`config.mk`:
```
export PLATFORM = sky130hd
export DESIGN_NAME = pkt_hdr_size_parser_w
export DESIGN_NICKNAME = d
export VERILOG_FILES = /design/src/rtl/pkt_hdr_size_parser_w.sv
export SDC_FILE = /design/constraint.sdc
export NUM_CORES = 1
export LEC_CHECK = 0
export CAP_MARGIN = 20
export CORE_MARGIN = 1.5
export CORE_UTILIZATION = 42
export DETAILED_ROUTE_END_ITERATION = 6
export PLACE_DENSITY_LB_ADDON = 0.05
export SLEW_MARGIN = 15
export SYNTH_ARGS = -nofsm -noshare
export SYNTH_HDL_FRONTEND = slang
export SYNTH_SLANG_ARGS = --single-unit
```
`constraint.sdc`:
```
create_clock -name CLK -period 4.8 [get_ports CLK]
set_input_delay 1.44 -clock CLK [delete_from_list [all_inputs] [get_ports CLK]]
set_output_delay 1.44 -clock CLK [all_outputs]
set_load 0.03 [all_outputs]
```
`src/rtl/pkt_hdr_size_parser_w.sv`:
```
// pkt_hdr_size_parser_w: beat-streamed Eth/IPv4/UDP/TCP header-size parser; define VLAN_PARSE_EN to parse one 802.1Q tag
module pkt_hdr_size_parser_w #(
  parameter int BUS_W_B = 8,
  parameter int CNT_W   = 16
) (
  input  logic                       CLK,
  input  logic                       reset,
  input  logic [BUS_W_B*8-1:0]       bus_i,
  input  logic                       valid_i,
  input  logic                       sop_i,
  input  logic                       eop_i,
  input  logic [$clog2(BUS_W_B):0]   last_bytes_i,
  output logic                       phs_valid_o,
  output logic [CNT_W-1:0]           phs_o,
  output logic [CNT_W-1:0]           pay_last_word_o,
  output logic [$clog2(BUS_W_B)-1:0] pay_off_o,
  output logic                       err_o
);
  localparam int LW = $clog2(BUS_W_B);
  if (BUS_W_B != 4 && BUS_W_B != 8 && BUS_W_B != 16) begin : g_bad_width
    $error("pkt_hdr_size_parser_w: BUS_W_B must be 4, 8 or 16");
  end
  typedef enum logic [1:0] {IDLE, FIX, L4, DRAIN} state_t;
  state_t state, state_n;
  logic [7:0] lanes [BUS_W_B];
  logic [CNT_W-1:0] base_q, cur_base, l2, l3_n, l3_q, target_n, target_q, fix_phs, l4_phs, res_phs;
  logic [CNT_W:0] avail_end, base_sum;
  logic [7:0] c12, c13, c14, c23, n12, n13, n14, n23, proto;
  logic [15:0] etype;
  logic [3:0] ihl, off;
  logic vlan, is_ip, fix_ready, fix_err, fix_tcp, fix_beat, l4_beat, l4_ready, fix_done, l4_done, res_v, res_err;
`ifdef VLAN_PARSE_EN
  logic [7:0] c16, c17, c18, c27, n16, n17, n18, n27;
`endif
  function automatic logic [7:0] pick(input logic [CNT_W-1:0] idx, input logic [7:0] old);
    return (valid_i && (idx >> LW) == (cur_base >> LW)) ? lanes[idx[LW-1:0]] : old;
  endfunction
  function automatic logic reached(input logic [CNT_W-1:0] idx);
    return valid_i && ({1'b0, idx} < avail_end);
  endfunction
  // Split the beat into byte lanes and locate it in the packet (a sop beat is always beat 0)
  always_comb begin
    for (int k = 0; k < BUS_W_B; k++) lanes[k] = bus_i[(BUS_W_B-1-k)*8 +: 8];
    cur_base = sop_i ? '0 : base_q;
    avail_end = {1'b0, cur_base} + (eop_i ? (CNT_W+1)'(last_bytes_i) : (CNT_W+1)'(BUS_W_B));
    base_sum = {1'b0, cur_base} + (CNT_W+1)'(BUS_W_B);
  end
  // Merge in-flight bytes with captured ones and decide the header size as soon as the deciding byte arrives
  always_comb begin
    n12 = pick(CNT_W'(12), c12);
    n13 = pick(CNT_W'(13), c13);
    n14 = pick(CNT_W'(14), c14);
    n23 = pick(CNT_W'(23), c23);
`ifdef VLAN_PARSE_EN
    n16 = pick(CNT_W'(16), c16);
    n17 = pick(CNT_W'(17), c17);
    n18 = pick(CNT_W'(18), c18);
    n27 = pick(CNT_W'(27), c27);
    vlan = {n12, n13} == 16'h8100;
    etype = vlan ? {n16, n17} : {n12, n13};
    ihl = vlan ? n18[3:0] : n14[3:0];
    proto = vlan ? n27 : n23;
`else
    vlan = 1'b0;
    etype = {n12, n13};
    ihl = n14[3:0];
    proto = n23;
`endif
    is_ip = etype == 16'h0800;
    l2 = vlan ? CNT_W'(18) : CNT_W'(14);
    l3_n = l2 + CNT_W'({ihl, 2'b00});
    target_n = l3_n + CNT_W'(12);
    fix_ready = reached(CNT_W'(13)) && (!vlan || reached(CNT_W'(17))) && (!is_ip || reached(l2 + CNT_W'(9)));
    fix_err = is_ip && ihl < 4'd5;
    fix_tcp = is_ip && !fix_err && proto == 8'd6;
    fix_phs = (!is_ip || fix_err) ? l2 : (proto == 8'd17) ? l3_n + CNT_W'(8) : l3_n;
    off = lanes[target_q[LW-1:0]][7:4];
    l4_ready = reached(target_q);
    l4_phs = (off < 4'd5) ? l3_q + CNT_W'(20) : l3_q + CNT_W'({off, 2'b00});
    fix_beat = valid_i && (sop_i || state == FIX);
    l4_beat = valid_i && !sop_i && state == L4;
    fix_done = fix_beat && fix_ready && !fix_tcp;
    l4_done = l4_beat && l4_ready;
  end
  // State register
  always_ff @(posedge CLK or posedge reset) begin
    if (reset) state <= IDLE;
    else state <= state_n;
  end
  // Next state; any eop beat ends the packet, any sop beat restarts collection
  always_comb begin
    state_n = state;
    if (fix_beat) state_n = eop_i ? IDLE : !fix_ready ? FIX : fix_tcp ? L4 : DRAIN;
    else if (l4_beat) state_n = eop_i ? IDLE : l4_ready ? DRAIN : L4;
    else if (valid_i && state == DRAIN && eop_i) state_n = IDLE;
  end
  // Result selection; an eop before the decision reports the bytes actually seen as a truncation
  always_comb begin
    res_v = fix_done || l4_done || ((fix_beat || l4_beat) && eop_i);
    res_phs = fix_done ? fix_phs : l4_done ? l4_phs : avail_end[CNT_W-1:0];
    res_err = fix_done ? fix_err : l4_done ? (off < 4'd5) : 1'b1;
  end
  // Beat position, speculative fixed-offset captures and TCP offset-byte target
  always_ff @(posedge CLK or posedge reset) begin
    if (reset) begin
      base_q <= '0;
      {c12, c13, c14, c23} <= '0;
`ifdef VLAN_PARSE_EN
      {c16, c17, c18, c27} <= '0;
`endif
      l3_q <= '0;
      target_q <= '0;
    end else begin
      if (valid_i) base_q <= base_sum[CNT_W] ? '1 : base_sum[CNT_W-1:0];
      {c12, c13, c14, c23} <= {n12, n13, n14, n23};
`ifdef VLAN_PARSE_EN
      {c16, c17, c18, c27} <= {n16, n17, n18, n27};
`endif
      if (fix_beat) begin
        l3_q <= l3_n;
        target_q <= target_n;
      end
    end
  end
  // Registered result pulse; fields hold until the next pulse
  always_ff @(posedge CLK or posedge reset) begin
    if (reset) begin
      phs_valid_o <= 1'b0;
      phs_o <= '0;
      err_o <= 1'b0;
    end else begin
      phs_valid_o <= res_v;
      if (res_v) begin
        phs_o <= res_phs;
        err_o <= res_err;
      end
    end
  end
  assign pay_last_word_o = phs_o >> LW;
  assign pay_off_o = phs_o[LW-1:0];
endmodule

```
==> reports/metrics.csv, run 1 <==
stage;metric;value;unit
status;status;complete, but fails checks;
status;violations;DRC;
synth;ys_ff_latch;76;
clocking;clk_pin_slew_worst_paths;0.06;ns
sta;final.min_clock_period;4.608;ns
global_route;grt_pass1_vias;4354;
global_route;grt_max_degree;41;
synth;synthTopCellsByCount;dfrtp_1 (76), nand2_1 (43), a21oi_1 (40);
worst_setup_path;cpLargestDelayFamily;compound AO/OA/AOI/OAI gates;
route;first_pass_iters;6;
global_route;track_usage;21.66;%
synth;synth_most_common_cell;dfrtp_1;
floorplan;pin_count;110;
layout;area_growth;34.36;%
place;portBuffers;82;
route;vias;4308;
route;drtAntennaViolNets;0;
sta;fin_skew;0.006398;ns
power;power.leakage;2.869;nW
floorplan;die-area;12530;um^2
clocking;cts-root-buf;clkbuf_16;
global_route;grt_pass1_wl;21650;um
floorplan;die_h;111.9;um
clocking;hold_buffers;0;
worst_setup_path;slowest_delay;0.44;ns
floorplan;initial_utilization;43.29;%
synth;synthTopCellsByArea;dfrtp_1 (38%), mux2_2 (6.8%), ha_1 (6.0%);
worst_setup_path;crit_required;5.04;ns
clocking;cts_sinks;76;
sta;final-hold-violation-count;0;
sta;worst_slew_pin_slew;0.8063;ns
power;sequentialPowerShare;33.1;%
sta;fin_ws;0.1917;ns
clocking;clk_path_buf_depth;2;
worst_setup_path;cp_max_fo;5;
job;maxCapViolCount;0;
worst_setup_path;cp_common_cell;a211oi_2;
floorplan;core-area;11520;um^2
synth;async_flop_share;100.0;%
power;intPower;1.805;mW
clocking;htreeDepth;3;
sta;finalCritPeriodShare;96.01;%
synth;synth_top_area_cell;dfrtp_1;
synth;synthDistinctLibCells;60;
route;wirelength;12720;um
route;viasPerCell;5.392;
synth;yosysSeqAreaShare;38.15;%
layout;nFillCells;1068;
global_route;grt_overflow_total;0;
route;drtIter0Drc;176;
place;gp_congestion;0.8893;
route;route.detailed.drc;6;
layout;multiInputGateArea;2813;um^2
synth;syn_area_per_cell;9.477;um^2
worst_setup_path;crit_path_top_delay_cell;clkdlybuf4s50_1;
sta;slew-limit-headroom;46.17;%
layout;drive_gt1_share;23.48;%
power;power_density;418.6;nW/um^2
floorplan;row_count;39;
worst_setup_path;cp_num_buf_inv;3;
layout;post-route-util;58.16;%
clocking;clk_latency;0.35;ns
power;p_total;2.803;mW
worst_hold_path;hp-class;reg2reg;
sta;rsz0062_at_grt;true;
power;switching_power;0.9985;mW
layout;n_antenna_cell;0;
synth;synth_area;4985;um^2
power;clockPowerShare;24.8;%
worst_setup_path;crit_type;in2reg;
global_route;antenna_found_initial;0;
place;dpl_worst_slack;-0.4872;ns
synth;synth.top_cell.area_share;38.15;%
power;vdd_ir_drop_max;0.0002258;V
floorplan;die_w;111.9;um
sta;timing.setup.tns;0;ns
route;wire_per_inst;15.92;um
worst_setup_path;end_kind;flop;
place;dp_hpwl;9689;um
synth;yosys_warnings;0;
sta;setup_violations;0;
clocking;cts_tree;done;
sta;drv_slew;0;
synth;synth_flop_cell;dfrtp_1;
sta;max_freq;217.0;MHz
power;p_sw_share;35.62;%
clocking;numCtsBuffers;9;
layout;seq_area;1902;um^2
synth;synth_cells;526;
worst_setup_path;startpoint_type;primary input;
worst_setup_path;cp.arrival;4.85;ns
synth;synth_edf_count;0;
power;pwr-share-comb;42.1;%
worst_setup_path;cp_cell_sequence;clkdlybuf4s50_1 > and2_1 > ha_2 > inv_1 > fa_2 > nand2b_4 > a211oi_2 > xnor2_1 > or2_2 > ha_1 > o21ai_1 > nand2b_1 > a21oi_1 > a211oi_2 > a21oi_2 > buf_6 > a211oi_1 > a211o_1;
layout;final_nets;750;
-- final cells by class --
type                            count  area share [%]
Clock buffer                       10           3.419
Clock inverter                      6           1.084
Inverter                           25           1.401
Multi-Input combinational cell    382           42.00
Sequential cell                    76           28.40
Tap cell                          143           2.671
Timing Repair Buffer              157           21.03
-- worst min-delay path, cell delays in order (launching register included) --
cell and delay, ns:
dfrtp_1 0.35, nand2_1 0.05, nand2_1 0.06
-- placed cells by master (no fill, tap or decap), types with 9 or more instances in the layout --
cell,count
a21oi_1,38
buf_4,71
clkbuf_16,9
clkdlybuf4s50_1,80
dfrtp_1,76
ha_1,22
inv_1,23
mux2_2,30
nand2_1,42
nand3_1,11
nand4_1,11
nor2_1,34
nor3_1,9
o21a_1,10
o21ai_0,23
xnor2_1,14
-- logic make-up after synthesis --
family	synth area share [%]
buf+inv	7.128
simple gates	16.19
other cells	0.07523
mux	10.39
xor+xnor	3.338
flops	38.15
compound gates	17.90
fa+ha+maj	6.827
-- power groups by stage --
stage / Sequential [mW] / Combinational [mW] / Clock (mW)
after global placement: 0.932 / 1.13 / 0
after global routing: 0.956 / 1.30 / 0.745
after CTS: 0.929 / 1.17 / 0.718
after detailed placement: 0.941 / 1.15 / 0
after floorplan: 0.958 / 0.709 / 0
final: 0.928 / 1.18 / 0.695
-- path summary, 6_finish.rpt --
check | startpoint | end | slack [ns] | depth (start not counted)
worst max register to register | base_q[0]$_DFFE_PP0P_ | phs_o[1]$_DFFE_PP0P_ | 1.31 | 17
worst max-delay path | last_bytes_i[0] | phs_o[1]$_DFFE_PP0P_ | 0.19 | 18
max in group asynchronous | reset | phs_o[13]$_DFFE_PP0P_ | 2.55 | 3
worst min-delay path | l3_q[2]$_DFFE_PP0P_ | l3_q[2]$_DFFE_PP0P_ | 0.49 | 2
min in group asynchronous | reset | c23[1]$_DFF_PP0_ | 1.56 | 2
worst min register to register | l3_q[2]$_DFFE_PP0P_ | l3_q[2]$_DFFE_PP0P_ | 0.49 | 2
-- through the flow --
stage / instances / instance area [um^2] / hold slack [ns]
finish: 799 / 6698 / 0.4873
global route: 799 / 6698 / 0.5122
CTS: 796 / 6620 / 0.4937
detailed placement: 777 / 6274 / 0.4791
global placement: 777 / 6274 / 0.4753
floorplan: 528 / 5011 / 0.4525
-- layer usage --
layer / up-vias / track usage, % / part of all wire, %
met5: - / 0 / 0
met4: 0 / 5.401 / 1.2
met3: 15 / 6.042 / 4.2
met2: 81 / 33.66 / 45
met1: 2079 / 30.09 / 49
li1: 2133 / - / -
-- timing repair --
item	4_1_cts	5_1_grt
setup buffers	2	2
pin swaps	2	4
gates cloned	1	1
endpoints found under the hold margin	0	0
resized for setup	6	15
endpoints found under the setup margin	18	19
-- registers in the layout, summed over array words and instances, names as in the netlist --
name and count:
c13 8, base_q 16, state 2, c14 4, c12 8, err_o 1, phs_o 16, phs_valid_o 1
l3_q 6, c23 8, target_q 6
Note: power is estimated with default switching activity, not from simulation.
==> run 2: changes to the inputs <==
--- a/config.mk
+++ b/config.mk
@@ -10,6 +10,7 @@
 export CORE_UTILIZATION = 42
 export DETAILED_ROUTE_END_ITERATION = 6
 export PLACE_DENSITY_LB_ADDON = 0.05
+export RECOVER_POWER = 25
 export SLEW_MARGIN = 15
 export SYNTH_ARGS = -nofsm -noshare
 export SYNTH_HDL_FRONTEND = slang
==> reports/metrics.csv, run 2 (synthesized netlist as in run 1, its figures left out) <==
stage;metric;value;unit;change
status;status;complete, but fails checks;;
status;violations;DRC;;
floorplan;die_h;111.9;um;unchanged
power;power.leakage;2.865;nW;-0.14%
floorplan;row_count;39;;unchanged
sta;final-hold-violation-count;0;;unchanged
worst_setup_path;reg2regPathDepth;17;;unchanged
global_route;track_usage;21.66;%;unchanged
route;route.detailed.drc;8;;+2
floorplan;die_w;111.9;um;unchanged
global_route;grt_pass1_vias;4354;;unchanged
clocking;clk_pin_slew_worst_paths;0.06;ns;about the same
sta;final.min_clock_period;4.609;ns;+0.0003070 ns
sta;fin_skew;0.006508;ns;+0.0001094 ns
place;dpl_worst_slack;-0.4872;ns;unchanged
worst_hold_path;holdPathStages;2;;unchanged
floorplan;initial_utilization;43.29;%;unchanged
place;portBuffers;82;;unchanged
floorplan;pin_count;110;;unchanged
layout;final_cell_mix;clkdlybuf4s50_1 (79), dfrtp_1 (76), buf_4 (71);;
worst_hold_path;hp-class;reg2reg;;
layout;area_growth;34.06;%;
worst_setup_path;crit_path_top_delay_cell;clkdlybuf4s50_1;;
route;drtAntennaViolNets;0;;unchanged
clocking;cts_sinks;76;;unchanged
worst_setup_path;slowest_delay;0.44;ns;about the same
power;vdd_ir_drop_max;0.0002258;V;about the same
worst_setup_path;startpoint_type;primary input;;
clocking;clk_latency;0.35;ns;about the same
route;vias;4315;;+0.16%
layout;n_antenna_cell;0;;unchanged
place;gp_congestion;0.8893;;unchanged
sta;drv_slew;0;;unchanged
route;wirelength;12710;um;about the same
global_route;grt_overflow_total;0;;unchanged
clocking;clk_path_buf_depth;2;;unchanged
route;wire_per_inst;15.91;um;about the same
worst_setup_path;crit_type;in2reg;;
global_route;antenna_found_initial;0;;unchanged
clocking;hold_buffers;0;;unchanged
worst_setup_path;crit_required;5.03;ns;about the same
worst_setup_path;cp_max_fo;5;;unchanged
layout;final_nets;750;;unchanged
global_route;grt_pass1_wl;21650;um;unchanged
sta;timing.setup.tns;0;ns;unchanged
layout;top_regs;base_q x16, phs_o x16;;
job;maxCapViolCount;0;;unchanged
sta;rsz0062_at_grt;true;;
sta;worst_slew_pin_slew;1.400;ns;+0.5940 ns
clocking;numCtsBuffers;9;;unchanged
sta;whs;0.4873;ns;-0.00002500 ns
power;p_total;2.803;mW;about the same
layout;final_common_cell;clkdlybuf4s50_1;;
place;dp_hpwl;9689;um;unchanged
sta;finalCritPeriodShare;96.01;%;about the same
worst_setup_path;cp.arrival;4.84;ns;about the same
route;viasPerCell;5.401;;+0.16%
power;power_density;419.4;nW/um^2;+0.20%
global_route;grt_max_degree;41;;unchanged
floorplan;core-area;11520;um^2;unchanged
clocking;cts-root-buf;clkbuf_16;;
sta;setup_violations;0;;unchanged
clocking;cts_tree;done;;
worst_setup_path;cp_common_cell;a211oi_2;;
layout;drive_gt1_share;23.32;%;-0.15 points
sta;max_freq;217.0;MHz;about the same
sta;slew-limit-headroom;6.544;%;-40 points
worst_setup_path;end_kind;flop;;
clocking;htreeDepth;3;;unchanged
route;first_pass_iters;7;;+1
floorplan;die-area;12530;um^2;unchanged
route;drtIter0Drc;171;;-2.8%
worst_setup_path;cp_cell_sequence;clkdlybuf4s50_1 > and2_1 > ha_2 > inv_1 > fa_2 > nand2b_4 > a211oi_2 > xnor2_1 > or2_2 > ha_1 > o21ai_1 > nand2b_1 > a21oi_1 > a211oi_2 > a21oi_2 > buf_4 > o2bb2ai_1 > o22a_1;;
sta;fin_ws;0.1914;ns;-0.0003070 ns
[run 2: timing repair]
item	in CTS	in global routing
cloned	1	1
endpoints found under the hold margin	0	0
resized for setup	6	15
pin swaps	2	4
setup endpoints to repair	18	19
setup buffers	2	2
[run 2: per-layer routing]
metal | vias to the layer above | part of all wire, % | GRT usage [%]
li1 | 2134 | - | -
met1 | 2081 | 49 | 30.09
met2 | 85 | 46 | 33.66
met3 | 15 | 4.5 | 6.042
met4 | 0 | 1.1 | 5.401
met5 | - | 0 | 0
[run 2: layout make-up]
type                            count  area (um^2)
Tap cell                          143        178.9
Timing Repair Buffer              157         1394
Clock inverter                      6        72.57
Inverter                           25        93.84
Multi-Input combinational cell    382         2813
Clock buffer                       10        229.0
Fill cell                        1070         4833
Sequential cell                    76         1902
[run 2: power breakdown]
part	switching, mW	leakage, nW	internal [mW]
combinational	0.588	1.79	0.590
sequential	0.122	0.933	0.806
clock	0.289	0.144	0.408
[run 2: path summary, 6_finish.rpt]
path	from	end	slack (ns)
setup / recovery	last_bytes_i[0]	phs_o[2]$_DFFE_PP0P_	0.19
hold reg to reg	l3_q[2]$_DFFE_PP0P_	l3_q[2]$_DFFE_PP0P_	0.49
hold / removal	l3_q[2]$_DFFE_PP0P_	l3_q[2]$_DFFE_PP0P_	0.49
min in group asynchronous	reset	c23[1]$_DFF_PP0_	1.93
setup reg to reg	base_q[0]$_DFFE_PP0P_	phs_o[2]$_DFFE_PP0P_	1.31
max in group asynchronous	reset	phs_o[13]$_DFFE_PP0P_	1.20
[run 2: through the flow]
stage	cells	util [%]	cell area (um^2)
finish	799	58.03	6683
global route	799	58.03	6683
detailed placement	777	54.48	6274
floorplan	528	-	5011
CTS	796	57.49	6620
global placement	777	54.48	6274
[run 2: critical path, delay by kind of cell]
kind	cells	cell delay (ns)
buffers and inverters	3	0.69
AOI/OAI and AO/OA	7	1.11
adders and majority gates	3	0.80
and+or+nand+nor	4	0.68
xor gates and xnor gates	1	0.12
==> run 3: changes to the inputs <==
--- a/config.mk
+++ b/config.mk
@@ -9,6 +9,7 @@
 export CORE_MARGIN = 1.5
 export CORE_UTILIZATION = 42
 export DETAILED_ROUTE_END_ITERATION = 6
+export GPL_TIMING_DRIVEN = 0
 export PLACE_DENSITY_LB_ADDON = 0.05
 export RECOVER_POWER = 25
 export SLEW_MARGIN = 15
==> reports/metrics.csv, run 3 (synthesized netlist as in run 1, its figures left out) <==
stage;metric;value;unit;change
status;status;complete, but fails checks;;
status;violations;DRC;;
sta;final-hold-violation-count;0;;unchanged
sta;finalCritPeriodShare;97.06;%;+1.0 points
sta;worst_slew_pin_slew;1.337;ns;-0.06302 ns
worst_setup_path;ff2ff_setup_slack;0.94;ns;-0.37 ns
sta;timing.setup.tns;0;ns;unchanged
power;p_total;2.813;mW;+0.39%
floorplan;die_h;111.9;um;unchanged
clocking;clk_latency;0.34;ns;about the same
worst_setup_path;critPathLaunch;sop_i;;
worst_setup_path;reg2regPathDepth;14;;-3
power;p_sw_share;35.54;%;-0.12 points
place;dpl-instance-area;6031;um^2;-3.9%
power;power.leakage;2.756;nW;-3.8%
worst_setup_path;cp-endpoint;phs_o[4]$_DFFE_PP0P_;;
place;dpl_worst_slack;-1.344;ns;-0.8567 ns
global_route;grt_pass1_vias;4201;;-3.5%
sta;drv_slew;0;;unchanged
route;wire_per_inst;16.71;um;+5.0%
clocking;numCtsBuffers;9;;unchanged
global_route;track_usage;21.73;%;+0.068 points
route;wirelength;13040;um;+2.5%
place;dp_hpwl;9726;um;+0.38%
worst_setup_path;crit_type;in2reg;;
floorplan;row_count;39;;unchanged
worst_setup_path;cp_common_cell;buf_4;;
worst_setup_path;crit_path_top_delay_cell;or4_1;;
layout;nFillCells;1049;;-2.0%
sta;slew-limit-headroom;10.36;%;+3.8 points
clocking;clk_path_buf_depth;2;;unchanged
layout;final_nets;731;;-2.5%
floorplan;initial_utilization;43.29;%;unchanged
worst_setup_path;rr_startpoint;base_q[5]$_DFFE_PP0P_;;
worst_setup_path;cp.arrival;4.89;ns;+0.05 ns
layout;area_growth;31.78;%;
layout;drive_gt1_share;20.57;%;-2.8 points
clocking;cts-root-buf;clkbuf_16;;
worst_setup_path;startpoint_type;primary input;;
clocking;clk_pin_slew_worst_paths;0.06;ns;about the same
route;first_pass_iters;7;;unchanged
global_route;antenna_found_initial;0;;unchanged
layout;final_cell_mix;clkdlybuf4s50_1 (79), dfrtp_1 (76), nand2_1 (41);;
power;power_density;428.3;nW/um^2;+2.1%
worst_setup_path;end_kind;flop;;
floorplan;die-area;12530;um^2;unchanged
clocking;cts_sinks;76;;unchanged
layout;n_antenna_cell;0;;unchanged
sta;whs;0.4980;ns;+0.01076 ns
layout;post-route-util;57.04;%;-0.99 points
sta;final.min_clock_period;4.659;ns;+0.05009 ns
power;clockPowerShare;27.1;%;+2.2 points
route;vias;4316;;+0.023%
worst_setup_path;reg2reg_to;phs_o[4]$_DFFE_PP0P_;;
power;pwr-share-comb;40.3;%;-1.7 points
layout;fin_cells;780;;-2.4%
power;vdd_ir_drop_max;0.0002085;V;-7.6%
worst_setup_path;crit_required;5.03;ns;about the same
power;switching_power;0.9998;mW;about the same
floorplan;die_w;111.9;um;unchanged
layout;fin_area;6569;um^2;-1.7%
sta;max_freq;214.7;MHz;-1.1%
route;drtIter0Drc;275;;+61%
job;maxCapViolCount;0;;unchanged
worst_setup_path;slowest_delay;0.55;ns;+0.11 ns
place;dp.cells;753;;-3.1%
layout;final_common_cell;clkdlybuf4s50_1;;
sta;fin_ws;0.1413;ns;-0.05009 ns
worst_hold_path;hp-class;reg2reg;;
power;intPower;1.814;mW;+0.57%
place;portBuffers;81;;-1.2%
worst_setup_path;cp_max_fo;10;;+5
route;drtAntennaViolNets;0;;unchanged
global_route;grt_pass1_wl;21780;um;+0.64%
global_route;grt_overflow_total;0;;unchanged
sta;setup_violations;0;;unchanged
floorplan;pin_count;110;;unchanged
floorplan;core-area;11520;um^2;unchanged
clocking;cts_tree;done;;
route;viasPerCell;5.533;;+2.5%
layout;top_regs;base_q x16, phs_o x16;;
worst_setup_path;cp_cell_sequence;clkbuf_4 > buf_8 > clkbuf_8 > nor2b_4 > ha_4 > inv_1 > fa_2 > nand2b_4 > a21o_1 > or4_1 > a41oi_1 > nor3_2 > a311oi_2 > buf_4 > buf_4 > a21oi_1 > o2bb2ai_1;;
place;gp_congestion;0.9066;;+1.9%
sta;fin_skew;0.008576;ns;+0.002068 ns
global_route;grt_max_degree;47;;+15%
power;sequentialPowerShare;32.6;%;-0.5 points
route;route.detailed.drc;8;;unchanged
clocking;htreeDepth;3;;unchanged
run 3: power groups by stage:
stage / Sequential [mW] / Combinational, mW / Clock (mW)
finish: 0.916 / 1.13 / 0.763
global route: 0.941 / 1.25 / 0.807
CTS: 0.917 / 1.12 / 0.778
detailed placement: 0.928 / 1.09 / 0
global placement: 0.921 / 1.07 / 0
floorplan: 0.958 / 0.709 / 0
run 3: worst min path at each step:
stage                     slack, ns                 endpoint  cells after the start                     from
final                          0.50  target_q[3]$_DFFE_PP0P_                      2  target_q[3]$_DFFE_PP0P_
after global routing           0.53  target_q[3]$_DFFE_PP0P_                      2  target_q[3]$_DFFE_PP0P_
after CTS                      0.50  target_q[3]$_DFFE_PP0P_                      2  target_q[3]$_DFFE_PP0P_
after detailed placement       0.48    base_q[2]$_DFFE_PP0P_                      1    base_q[2]$_DFFE_PP0P_
after global placement         0.48    base_q[2]$_DFFE_PP0P_                      1    base_q[2]$_DFFE_PP0P_
after floorplan                0.45      l3_q[2]$_DFFE_PP0P_                      2      l3_q[2]$_DFFE_PP0P_
run 3: final cells by class:
| class | instances | area (um^2) | share of cell area [%] |
|---|---|---|---|
| Buffer | 45 | 316.6 | 4.819 |
| Clock buffer | 10 | 239.0 | 3.638 |
| Clock inverter | 6 | 93.84 | 1.429 |
| Inverter | 25 | 95.09 | 1.448 |
| Multi-Input combinational cell | 382 | 2848 | 43.35 |
| Sequential cell | 76 | 1902 | 28.95 |
| Tap cell | 143 | 178.9 | 2.724 |
| Timing Repair Buffer | 93 | 895.9 | 13.64 |
run 3: critical path: cells and delay by family:
family	cells	cell delay, ns
adder cells (fa/ha/maj)	2	0.49
AND/OR/NAND/NOR	4	0.99
buffers and inverters	6	0.87
AO/OA/AOI/OAI	5	1.10
run 3: timing repair:
item,CTS,global route
endpoints found under the hold margin,0,0
hold buffers,0,0
gates cloned,1,0
setup buffers,4,6
setup endpoints to repair,23,19
pin swaps,6,9
resized for setup,32,15
run 3: layer usage:
metal / global-route usage (%) / up-vias / wire, um
met5: 0 / - / 0
met2: 32.10 / 122 / 5807
met1: 32.26 / 2076 / 6543
li1: - / 2108 / -
met3: 4.518 / 10 / 570
met4: 6.245 / 0 / 114
